===== src/rtl/fpu_mul_pkg.sv =====
// -----------------------------------------------------------------------------
// fpu_mul_pkg
// Shared definitions for the FPU multiplier datapath: mantissa/exponent
// widths, exponent bias, the iterative multiplier state encoding and an
// IEEE-754 single-precision field view.
// -----------------------------------------------------------------------------
package fpu_mul_pkg;

  localparam int MANT_W   = 24;            // mantissa width including hidden bit
  localparam int EXP_W    = 8;             // exponent field width
  localparam int BIAS     = 127;           // exponent bias
  localparam int PROD_W   = 2 * MANT_W;    // full mantissa product width
  localparam int EXP_SUM_W = EXP_W + 2;    // signed exponent sum width
  localparam int CNT_W    = 5;             // iteration counter width

  // Multiplier sequencing states
  typedef enum logic [1:0] {
    IDLE = 2'd0,
    CALC = 2'd1,
    ZERO = 2'd2,
    DONE = 2'd3
  } state_t;

  // IEEE-754 single-precision field layout
  typedef struct packed {
    logic                 sign;
    logic [EXP_W-1:0]     exp;
    logic [MANT_W-2:0]    frac;
  } fp32_t;

endpackage : fpu_mul_pkg


===== src/rtl/fp_exp_adder.sv =====
// -----------------------------------------------------------------------------
// fp_exp_adder
// Combinational exponent path of the multiplier: adds two biased exponent
// fields, removes one bias and saturates the result.
//
// Ports:
//   exp_a, exp_b : biased exponent fields of the two operands
//   exp_res      : biased result exponent (255 on overflow, 0 on underflow)
//   ovf          : result exponent >= 255
//   unf          : result exponent <= 0
// -----------------------------------------------------------------------------
module fp_exp_adder
  import fpu_mul_pkg::*;
(
  input  logic [EXP_W-1:0] exp_a,
  input  logic [EXP_W-1:0] exp_b,
  output logic [EXP_W-1:0] exp_res,
  output logic             ovf,
  output logic             unf
);

  localparam logic signed [EXP_SUM_W-1:0] BIAS_S  = EXP_SUM_W'(BIAS);
  localparam logic signed [EXP_SUM_W-1:0] E_MAX_S = 10'sd255;
  localparam logic signed [EXP_SUM_W-1:0] E_MIN_S = 10'sd0;

  logic signed [EXP_SUM_W-1:0] e_sum_s;

  // Signed exponent sum with one bias removed; range -125..383 fits in 10 bits
  always_comb begin
    e_sum_s = signed'({2'b00, exp_a}) + signed'({2'b00, exp_b}) - BIAS_S;
  end

  // Saturate to the representable biased range
  always_comb begin
    exp_res = {EXP_W{1'b0}};
    ovf     = 1'b0;
    unf     = 1'b0;
    if (e_sum_s >= E_MAX_S) begin
      exp_res = {EXP_W{1'b1}};
      ovf     = 1'b1;
    end else if (e_sum_s <= E_MIN_S) begin
      exp_res = {EXP_W{1'b0}};
      unf     = 1'b1;
    end else begin
      exp_res = e_sum_s[EXP_W-1:0];
    end
  end

endmodule : fp_exp_adder


===== src/rtl/fp_mantissa_multiplier.sv =====
// -----------------------------------------------------------------------------
// fp_mantissa_multiplier
// Iterative shift-add mantissa multiplier feeding the normalizer. Inserts the
// hidden bits, builds the 48-bit product one multiplier bit per cycle (24
// cycles), adds exponents with bias removal and XORs the signs. Operands with
// a zero exponent field (zero/denormal) bypass the multiply through ZERO.
//
// Ports:
//   clk, rst_n          : clock, asynchronous active-low reset
//   in_valid / in_ready : operand handshake (in_ready only in IDLE)
//   a, b                : IEEE-754 single operands
//   out_valid/out_ready : result handshake; outputs held while out_ready low
//   sign                : a[31] ^ b[31]
//   fraction            : product[47:24] (bit 23 set means product >= 2.0)
//   exponent            : biased exponent before normalization
//   zero, ovf, unf      : zero result, saturated overflow, flushed underflow
//   sticky, guard       : OR of product[23:0] and product[23]; present only
//                         when FP_MANT_MUL_STICKY_EN is defined
// -----------------------------------------------------------------------------
module fp_mantissa_multiplier
  import fpu_mul_pkg::*;
(
  input  logic              clk,
  input  logic              rst_n,
  input  logic              in_valid,
  output logic              in_ready,
  input  logic [31:0]       a,
  input  logic [31:0]       b,
  output logic              out_valid,
  input  logic              out_ready,
  output logic              sign,
  output logic [MANT_W-1:0] fraction,
  output logic [EXP_W-1:0]  exponent,
  output logic              zero,
  output logic              ovf,
  output logic              unf
`ifdef FP_MANT_MUL_STICKY_EN
  ,
  output logic              sticky,
  output logic              guard
`endif
);

  localparam logic [CNT_W-1:0] LAST_CNT = 5'd23;

  state_t              state_r, state_nxt_s;
  fp32_t               a_in_s, b_in_s;
  fp32_t               a_r, b_r;
  logic [MANT_W-1:0]   ma_r, mb_r;
  logic [PROD_W-1:0]   acc_r, acc_nxt_s;
  logic [MANT_W-1:0]   addend_s;
  logic [MANT_W:0]     sum_s;
  logic [CNT_W-1:0]    count_r;
  logic                last_iter_s;

  logic [EXP_W-1:0]    exp_res_s;
  logic                exp_ovf_s, exp_unf_s;

  logic                in_ready_r, out_valid_r;
  logic                sign_r, zero_r, ovf_r, unf_r;
  logic [MANT_W-1:0]   fraction_r;
  logic [EXP_W-1:0]    exponent_r;
`ifdef FP_MANT_MUL_STICKY_EN
  logic                sticky_r, guard_r;
`endif

  assign a_in_s      = fp32_t'(a);
  assign b_in_s      = fp32_t'(b);
  assign last_iter_s = (count_r == LAST_CNT);

  fp_exp_adder u_exp_adder (
    .exp_a   (a_r.exp),
    .exp_b   (b_r.exp),
    .exp_res (exp_res_s),
    .ovf     (exp_ovf_s),
    .unf     (exp_unf_s)
  );

  // One shift-add step: conditionally add ma into the upper half, carry into acc[47]
  always_comb begin
    addend_s  = mb_r[0] ? ma_r : {MANT_W{1'b0}};
    sum_s     = {1'b0, acc_r[PROD_W-1:MANT_W]} + {1'b0, addend_s};
    acc_nxt_s = {sum_s, acc_r[MANT_W-1:1]};
  end

  // Next-state logic
  always_comb begin
    state_nxt_s = state_r;
    case (state_r)
      IDLE: begin
        if (in_valid) begin
          if ((a_in_s.exp == {EXP_W{1'b0}}) || (b_in_s.exp == {EXP_W{1'b0}})) begin
            state_nxt_s = ZERO;
          end else begin
            state_nxt_s = CALC;
          end
        end else begin
          state_nxt_s = IDLE;
        end
      end
      CALC: begin
        if (last_iter_s) begin
          state_nxt_s = DONE;
        end else begin
          state_nxt_s = CALC;
        end
      end
      ZERO: begin
        state_nxt_s = DONE;
      end
      DONE: begin
        if (out_ready) begin
          state_nxt_s = IDLE;
        end else begin
          state_nxt_s = DONE;
        end
      end
      default: begin
        state_nxt_s = IDLE;
      end
    endcase
  end

  // State register and handshake flags, registered from the next state
  always_ff @(posedge clk or negedge rst_n) begin
    if (!rst_n) begin
      state_r     <= IDLE;
      in_ready_r  <= 1'b1;
      out_valid_r <= 1'b0;
    end else begin
      state_r     <= state_nxt_s;
      in_ready_r  <= (state_nxt_s == IDLE);
      out_valid_r <= (state_nxt_s == DONE);
    end
  end

  // Operand capture, multiplier shift register, accumulator and iteration count
  always_ff @(posedge clk or negedge rst_n) begin
    if (!rst_n) begin
      a_r     <= '0;
      b_r     <= '0;
      ma_r    <= {MANT_W{1'b0}};
      mb_r    <= {MANT_W{1'b0}};
      acc_r   <= {PROD_W{1'b0}};
      count_r <= {CNT_W{1'b0}};
    end else begin
      case (state_r)
        IDLE: begin
          if (in_valid) begin
            a_r     <= a_in_s;
            b_r     <= b_in_s;
            ma_r    <= {1'b1, a_in_s.frac};
            mb_r    <= {1'b1, b_in_s.frac};
            acc_r   <= {PROD_W{1'b0}};
            count_r <= {CNT_W{1'b0}};
          end
        end
        CALC: begin
          acc_r   <= acc_nxt_s;
          mb_r    <= {1'b0, mb_r[MANT_W-1:1]};
          count_r <= count_r + 5'd1;
        end
        default: begin
          count_r <= count_r;
        end
      endcase
    end
  end

  // Result registers, loaded only on entry to DONE so they stay frozen there
  always_ff @(posedge clk or negedge rst_n) begin
    if (!rst_n) begin
      sign_r     <= 1'b0;
      fraction_r <= {MANT_W{1'b0}};
      exponent_r <= {EXP_W{1'b0}};
      zero_r     <= 1'b0;
      ovf_r      <= 1'b0;
      unf_r      <= 1'b0;
`ifdef FP_MANT_MUL_STICKY_EN
      sticky_r   <= 1'b0;
      guard_r    <= 1'b0;
`endif
    end else if ((state_r == CALC) && last_iter_s) begin
      sign_r     <= a_r.sign ^ b_r.sign;
      exponent_r <= exp_res_s;
      zero_r     <= 1'b0;
      ovf_r      <= exp_ovf_s;
      unf_r      <= exp_unf_s;
      // Underflow flushes the mantissa so the normalizer sees a clean zero
      fraction_r <= exp_unf_s ? {MANT_W{1'b0}} : acc_nxt_s[PROD_W-1:MANT_W];
`ifdef FP_MANT_MUL_STICKY_EN
      sticky_r   <= exp_unf_s ? 1'b0 : (|acc_nxt_s[MANT_W-1:0]);
      guard_r    <= exp_unf_s ? 1'b0 : acc_nxt_s[MANT_W-1];
`endif
    end else if (state_r == ZERO) begin
      sign_r     <= a_r.sign ^ b_r.sign;
      fraction_r <= {MANT_W{1'b0}};
      exponent_r <= {EXP_W{1'b0}};
      zero_r     <= 1'b1;
      ovf_r      <= 1'b0;
      unf_r      <= 1'b0;
`ifdef FP_MANT_MUL_STICKY_EN
      sticky_r   <= 1'b0;
      guard_r    <= 1'b0;
`endif
    end else begin
      sign_r     <= sign_r;
    end
  end

  assign in_ready  = in_ready_r;
  assign out_valid = out_valid_r;
  assign sign      = sign_r;
  assign fraction  = fraction_r;
  assign exponent  = exponent_r;
  assign zero      = zero_r;
  assign ovf       = ovf_r;
  assign unf       = unf_r;
`ifdef FP_MANT_MUL_STICKY_EN
  assign sticky    = sticky_r;
  assign guard     = guard_r;
`endif

endmodule : fp_mantissa_multiplier

===== config.mk =====
export PLATFORM = sky130hd
export DESIGN_NAME = fp_mantissa_multiplier
export DESIGN_NICKNAME = d
export VERILOG_FILES = /design/src/rtl/fpu_mul_pkg.sv /design/src/rtl/fp_exp_adder.sv /design/src/rtl/fp_mantissa_multiplier.sv
export SDC_FILE = /design/constraint.sdc
export NUM_CORES = 1
export LEC_CHECK = 0
export CAP_MARGIN = 20
export CORE_MARGIN = 4
export CORE_UTILIZATION = 55
export DETAILED_ROUTE_END_ITERATION = 12
export DONT_BUFFER_PORTS = 1
export PLACE_DENSITY = 0.7
export SYNTH_ARGS = -nofsm -noshare
export SYNTH_HDL_FRONTEND = slang
export SYNTH_HIERARCHICAL = 1
export SYNTH_SLANG_ARGS = --single-unit

===== constraint.sdc =====
create_clock -name clk -period 7.7 [get_ports clk]
set_input_delay 1.54 -clock clk [delete_from_list [all_inputs] [get_ports clk]]
set_output_delay 1.54 -clock clk [all_outputs]
set_load 0.02 [all_outputs]

==> parameters.txt, run 1 <==
Parameter                              Value

Yosys
  Post-Synthesis Cells    848
  EDFF count, synth    0
  Net count after synthesis    953
  Leading post-synthesis cells by cell area    sky130_fd_sc_hd__dfrtp_1 44%, sky130_fd_sc_hd__nand2_1 11%, sky130_fd_sc_hd__ha_1 5.7%
  Share of the yosys chip area belonging to registers    44.0%
  Fraction of synthesized cell area taken by the top area cell type    43.7%
  Primary FF master, synth    sky130_fd_sc_hd__dfrtp_1
  Mapped cell area    around 0.0077 sq mm
  Post-synthesis async set-or-reset flop share    100%
  Yosys synthesis warning count    6
  Total of flip-flops plus latches after synthesis    135
  Post-synth cell types    80
  Dominant cell type by area after synthesis    sky130_fd_sc_hd__dfrtp_1
  Average footprint of a synthesized cell    9.05 sq um

Timing
  Accumulated negative setup slack    0 ps
  Finish-stage setup viols    0
  Final min period    3660 ps
  Slew Limit Headroom    32.4%
  Final hold violation count    0
  RSZ-0062 raised after global routing    no
  Fmax    273 MHz
  Worst Max-Slew Pin Slew    ~1000 ps
  Max Slew Vio Count    0
  Final worst clock skew    16.2 ps
  Final critical-path share of the clock period    a little under half

GRT
  Via count of the first global-routing pass    6148
  Global-route wire length before repair    roughly 32 mm
  Global-route congestion overflow total    0
  Largest net degree at the start of global routing    roughly 140
  GR Util All Layers    24.3%
  Initial antenna violation count    0

Drt
  Routed length on met2    between 8 and 9 mm
  Final Routed Wirelength    18.6 mm
  Number of nets still failing antenna checks after routing    0
  Remaining routing DRC violations    0
  Routed met3 length    1.27 mm
  TritonRoute pass-1 iters    5
  Detailed-routing wirelength on met1    8.56 mm
  WL per Instance    18.4 microns
  Routed vias    between 6000 and 7000
  Count of routing violations after the opening detailed-route iteration    557
  Uppermost routed layer    met4
  Drt via density    around 6

Die
  Die width    126 microns
  Starting Density    57.1%
  Core Box Area    0.0135 sq mm
  Height of the die    126 microns
  Die area    ~0.016 sq mm
  Number of primary I/O pins    106
  Standard-cell row count    42

Placement
  IO Port Bufs    0
  Cell Count Post-Placement    982
  Weighted congestion reported at the end of routability-driven placement    0.900
  Detail Placement HPWL    13.2 mm

Min path
  Tightest Hold Check Type    reg2reg

Final layout
  Most used cells in the layout excluding fill and tap cells    217 x sky130_fd_sc_hd__nand2_1, 134 x sky130_fd_sc_hd__dfrtp_1, 69 x sky130_fd_sc_hd__o21ai_0, 35 x sky130_fd_sc_hd__ha_1, 31 x sky130_fd_sc_hd__a21oi_1
  Area growth syn-to-layout    8.85%
  Leading cell type in the layout, fill and taps excluded    sky130_fd_sc_hd__nand2_1
  Final #Nets    930
  Fraction of layout instances using a drive strength above 1    8.59%
  Number of standard cells in the layout, taps in and fillers out    1014
  Number of antenna repair diodes    0
  Sequential cell area    0.00338 sq mm
  Area occupied by multi-input gates    0.00404 sq mm
  Count of fill cells added during filler insertion    1139

Clocking
  Root Buffer Master    sky130_fd_sc_hd__clkbuf_16
  Number of setup buffers added after CTS    0
  TritonCTS clock tree    yes
  Clk buf depth    2
  Clock Pin Slew Worst Setup and Hold Paths    60 ps
  Count of clock tree sinks    around 140
  Number of levels in the clock H-tree    4
  Total of cells resized after clock tree synthesis    0
  Clock latency of the later-clocked register in the worst-skew pair    420 ps
  Hold buffer count at cts    0
  Number of clock buffers inserted by TritonCTS    17

Critical path
  WP data arrival    3970 ps
  Endpoint kind of the worst setup timing path    flip-flop
  Kind of launch point of the worst setup path    flip-flop
  CP Max Fanout    22
  Setup CP Type    reg2reg
  Endpoint required time on the critical path    8010 ps

Run status
  Status    finished, final reports clean

Power and ir drop
  Power density over cell area    478 mW/mm^2
  Static power due to leakage    3.80 nW
  Total power consumption of the routed design    3.99 mW
  IR Drop Worst-Case VDD    between 0.2 and 0.25 mV

Run
  Max-cap violations    0
==> Yosys cell counts (3+ instances only) <==
library cell	count
sky130_fd_sc_hd__nand2_1	217
sky130_fd_sc_hd__buf_6	3
sky130_fd_sc_hd__inv_1	14
sky130_fd_sc_hd__nor3_1	8
sky130_fd_sc_hd__a21o_1	4
sky130_fd_sc_hd__dfrtp_1	134
sky130_fd_sc_hd__o211ai_1	11
sky130_fd_sc_hd__nand4_1	6
sky130_fd_sc_hd__and2_1	23
sky130_fd_sc_hd__nor2b_1	6
sky130_fd_sc_hd__or3_1	13
sky130_fd_sc_hd__xor2_1	7
sky130_fd_sc_hd__nor4_1	6
sky130_fd_sc_hd__o22ai_1	3
sky130_fd_sc_hd__o31ai_1	3
sky130_fd_sc_hd__a31oi_1	3
sky130_fd_sc_hd__xnor2_1	13
sky130_fd_sc_hd__a22o_1	25
sky130_fd_sc_hd__nand2b_1	6
sky130_fd_sc_hd__nor2_1	29
sky130_fd_sc_hd__a32o_1	13
sky130_fd_sc_hd__nand3_1	13
sky130_fd_sc_hd__and3_1	4
sky130_fd_sc_hd__and2_2	4
sky130_fd_sc_hd__o2111ai_1	4
sky130_fd_sc_hd__a22oi_1	23
sky130_fd_sc_hd__clkbuf_1	38
sky130_fd_sc_hd__o21a_1	13
sky130_fd_sc_hd__buf_2	6
sky130_fd_sc_hd__a21oi_2	4
sky130_fd_sc_hd__a21oi_1	31
sky130_fd_sc_hd__ha_1	35
sky130_fd_sc_hd__o21ai_0	69
==> worst max-delay path, cell delays in order (launching register included) <==
cell	delay, ps
sky130_fd_sc_hd__dfrtp_1	390
sky130_fd_sc_hd__ha_1	260
sky130_fd_sc_hd__fa_1	610
sky130_fd_sc_hd__ha_1	390
sky130_fd_sc_hd__o211ai_1	200
sky130_fd_sc_hd__nor4_4	290
sky130_fd_sc_hd__a32oi_1	220
sky130_fd_sc_hd__xnor2_1	440
sky130_fd_sc_hd__a21o_1	200
sky130_fd_sc_hd__nor2b_1	50
sky130_fd_sc_hd__buf_4	210
sky130_fd_sc_hd__a32o_1	290
==> cell families (layout without fill, tap and decap cells) <==
kind of cell | Yosys count | count (layout) | synth area share, %
AO/OA/AOI/OAI | 237 | 237 | 21.9
XOR/XNOR | 23 | 23 | 2.92
adder cells (fa/ha/maj) | 37 | 37 | 6.23
buffers and inverters | 63 | 53 | 3.49
flip-flops | 135 | 135 | 44.0
multiplexers | 1 | 1 | 0.130
AND/OR/NAND/NOR | 352 | 352 | 21.3
==> per-stage QoR <==
stage	setup slack, ps	hold slack, ps	utilization (%)	cell area (sq um)
CTS	4060	464	62.1	8360
global placement	4220	446	57.6	7750
finish	4040	467	62.1	8360
detailed placement	4100	449	57.6	7750
floorplan	4390	425	-	7680
global route	3780	477	62.1	8360
==> final cells by class <==
class,instances,area share [%]
inverters,14,0.629
repair buffers,7,0.629
clock buffers,19,5.30
well taps,176,2.64
multi-input cells,650,48.4
clock inverters,13,1.98
flip-flops and latches,135,40.4
==> power breakdown <==
| part | internal [mW] | leakage (nW) | total [mW] | switching [mW] |
|---|---|---|---|---|
| Clock | 0.523 | 0.299 | 0.844 | 0.322 |
| Sequential | 0.995 | 1.74 | 1.25 | 0.254 |
| Combinational | 0.768 | 1.76 | 1.90 | 1.13 |
==> routing by layer <==
layer | global-route usage [%] | up-vias
met5 | 0 | -
met4 | 7.26 | 0
met3 | 5.76 | 23
met2 | 37.7 | 204
met1 | 34.4 | 2970
li1 | - | 2970
==> flip-flops by register name (all words and copies together) (netlist names), 2 cells and up <==
signal    count
acc_r        24
fraction     24
ma_r         24
mb_r         24
a_r           9
b_r           9
exponent      8
count_r       5
state_r       2
==> worst paths after layout <==
kind,start,cells past startpoint,to,slack (ps)
max,a_r[23],11,fraction[7],4040
min,ma_r[23],1,ma_r[23],470
max in group asynchronous,rst_n,0,fraction[16],6680
min in group asynchronous,rst_n,0,b_r[25],820
max reg2reg,a_r[23],11,fraction[7],4040
min reg2reg,ma_r[23],1,ma_r[23],470
Power figures use the tool's default switching activity.
==> run 2, diff against run 1 <==
- PLACE_DENSITY: 0.7 -> 0.73
- clock period: 7.7 -> 3 ns (I/O delays scaled with it)
==> run 2 against run 1 <==
Against the previous run: cell count increased by 7.8%; critical path depth increased by 1; the flow now finishes with violations (hold timing, setup timing); design area increased by 9.2%; critical path type unchanged.
==> parameters.txt, run 2 (same netlist as run 1, synthesis figures left out) <==
Parameter                              Value

Critical path
  Gate family responsible for the most delay along the worst path    compound AO/OA/AOI/OAI gates
  Startpoint of the worst-slack reg-to-reg timing path    a_r[23]
  R2R Path End    fraction[7]
  Kind of launch point of the worst setup path    flip-flop
  Flop-to-flop setup slack    -150 ps (-4190 ps)
  WP buf/inv    1 (unchanged)
  CP Max Fanout    9 (-59%)
  Endpoint kind of the worst setup timing path    flip-flop
  Endpoint required time on the critical path    3310 ps (-4700 ps)
  Series of cell instances along the critical path    ha_2, fa_2, a21oi_4, o221ai_2, xor2_2, nand3_2, or3_1, a21oi_2, a21o_1, nor2b_4, buf_12, a32o_1
  WP data arrival    3460 ps (-510 ps)
  Number of cells on the worst reg-to-reg path    12 (+1)
  Critical path's largest stage delay    440 ps (-170 ps)
  Slowest stage cell on the critical path    sky130_fd_sc_hd__fa_2
  Setup CP Type    reg2reg

Power and ir drop
  Fraction of power consumed by the clock network    19.2% (-1.9 points)
  Reg power frac    26.8% (-4.5 points)
  IR Drop Worst-Case VDD    0.833 mV (+230%)
  Cell Int Power    6.79 mW (+200%)
  Net switching power    4.95 mW (+190%)
  Combinational cell fraction of total power    54.0% (+6.4 points)
  Power density over cell area    1290 mW/mm^2 (+170%)
  Static power due to leakage    4.22 nW (+11%)
  Fraction of power spent switching nets    42.2% (-0.58 points)

Drt
  Final Routed Wirelength    20.6 mm (+11%)
  Number of nets still failing antenna checks after routing    0 (unchanged)
  Drt via density    6.08 (about the same)
  Routed vias    6644 (+7.7%)
  Count of routing violations after the opening detailed-route iteration    536 (-3.8%)
  TritonRoute pass-1 iters    5 (unchanged)
  Remaining routing DRC violations    0 (unchanged)
  WL per Instance    18.8 microns (+2.6%)

Clocking
  Count of clock tree sinks    135 (unchanged)
  Number of clock buffers inserted by TritonCTS    17 (unchanged)
  Clk buf depth    2 (unchanged)
  Root Buffer Master    sky130_fd_sc_hd__clkbuf_16
  Number of levels in the clock H-tree    4 (unchanged)
  Clock latency of the later-clocked register in the worst-skew pair    430 ps (about the same)
  Clock Pin Slew Worst Setup and Hold Paths    60 ps (about the same)
  TritonCTS clock tree    yes

GRT
  GR met1 Demand/Resource    35.3% (+0.94 points)
  GR Util All Layers    26.1% (+1.7 points)
  Met2 Use GR    41.5% (+3.9 points)
  Initial antenna violation count    0 (unchanged)
  Layer carrying the most global-route usage    met2
  Global-route congestion overflow total    0 (unchanged)
  Global-route wire length before repair    33.9 mm (+7.2%)
  Largest net degree at the start of global routing    136 (unchanged)
  Via count of the first global-routing pass    6725 (+9.4%)
  Global-route track usage on met3    6.82% (+1.1 points)

Die
  Height of the die    126 microns (unchanged)
  Standard-cell row count    42 (unchanged)
  Starting Density    57.1% (unchanged)
  Number of primary I/O pins    106 (unchanged)
  Die width    126 microns (unchanged)
  Core Box Area    0.0135 sq mm (unchanged)
  Die area    0.0159 sq mm (unchanged)

Timing
  Accumulated negative setup slack    -1990 ps (-1990 ps)
  Worst Max-Slew Pin Slew    535 ps (-480 ps)
  Finish-stage setup viols    21 (+21)
  Max Slew Vio Count    0 (unchanged)
  Final critical-path share of the clock period    105% (+57 points)
  Slew Limit Headroom    64.0% (+32 points)
  Final hold violation count    134 (+134)
  Worst setup margin    -151 ps (-4190 ps)
  Final worst clock skew    8.27 ps (-7.88 ps)
  Final min period    3150 ps (-511 ps)
  Worst Hold Slack    -132 ps (-599 ps)
  RSZ-0062 raised after global routing    yes
  Fmax    317 MHz (+16%)

Final layout
  Fraction of layout instances using a drive strength above 1    18.9% (+10 points)
  Most used cells in the layout excluding fill and tap cells    217 x sky130_fd_sc_hd__nand2_1, 133 x sky130_fd_sc_hd__dfrtp_1, 82 x sky130_fd_sc_hd__buf_4, 65 x sky130_fd_sc_hd__o21ai_0, 33 x sky130_fd_sc_hd__ha_1
  Area growth syn-to-layout    18.9%
  Number of antenna repair diodes    0 (unchanged)
  Final #Nets    1009 (+8.5%)
  Leading cell type in the layout, fill and taps excluded    sky130_fd_sc_hd__nand2_1

Placement
  Weighted congestion reported at the end of routability-driven placement    0.960 (+6.7%)
  IO Port Bufs    0 (unchanged)
  Detail Placement HPWL    14.4 mm (+9.6%)

Run status
  Violated checks    hold timing, setup timing
  Status    complete, but fails checks

Min path
  Tightest Hold Check Type    in2async

Run
  Max-cap violations    0 (unchanged)
-- run 2: worst max path at each step --
stage,startpoint,endpoint,slack [ps],depth (start not counted)
after floorplan,a_r[23],fraction[14],-90,14
after global placement,a_r[23],fraction[18],-20,14
after detailed placement,a_r[23],fraction[16],-140,12
after CTS,a_r[23],fraction[16],-30,12
after global routing,a_r[23],fraction[7],-250,12
final,a_r[23],fraction[7],-150,12
-- run 2: repair_timing --
item,CTS,global route
resized for setup,6,23
hold endpoints to repair,134,134
pin swaps,5,7
setup endpoints to repair,21,33
setup buffers,9,2
-- run 2: area by class of cell --
class	count	area (sq um)
clock buffer	19	453
clock inverter	13	181
fill	1092	4330
inverter	14	52.6
multi-input combinational	650	4170
sequential	135	3380
tap	176	220
timing repair buffer	86	669
-- run 2: power by group through the flow --
stage	clock network (mW)	logic (mW)	registers [mW]
floorplan	0	4.09	3.03
global placement	0	5.58	3.13
detailed placement	0	5.74	3.17
CTS	2.29	5.92	3.15
global route	2.38	6.90	3.25
finish	2.25	6.34	3.15
-- run 2: worst register-to-register path, delay by kind of cell (launching register included) --
family	cells	cell delay, ps
AOI/OAI and AO/OA	5	1000
xor gates and xnor gates	1	250
adders and majority gates	2	650
buffers and inverters	1	150
DFF	1	400
and+or+nand+nor	3	590
-- run 2: per-layer routing --
layer	vias to the layer above	routed length, microns
met4	0	416
met3	36	1360
met1	3236	9070
met5	-	0
li1	3126	-
met2	246	9730
-- run 2: stage by stage --
step	instance area [sq um]	setup slack (ps)	power, mW	instances	utilization (%)
global placement	8300	-18.5	8.71	1053	61.7
detailed placement	8300	-138	8.91	1053	61.7
CTS	9020	-25.0	11.4	1094	67.1
global route	9130	-254	12.5	1093	67.8
floorplan	7700	-86.2	7.12	848	-
finish	9130	-151	11.7	1093	67.8
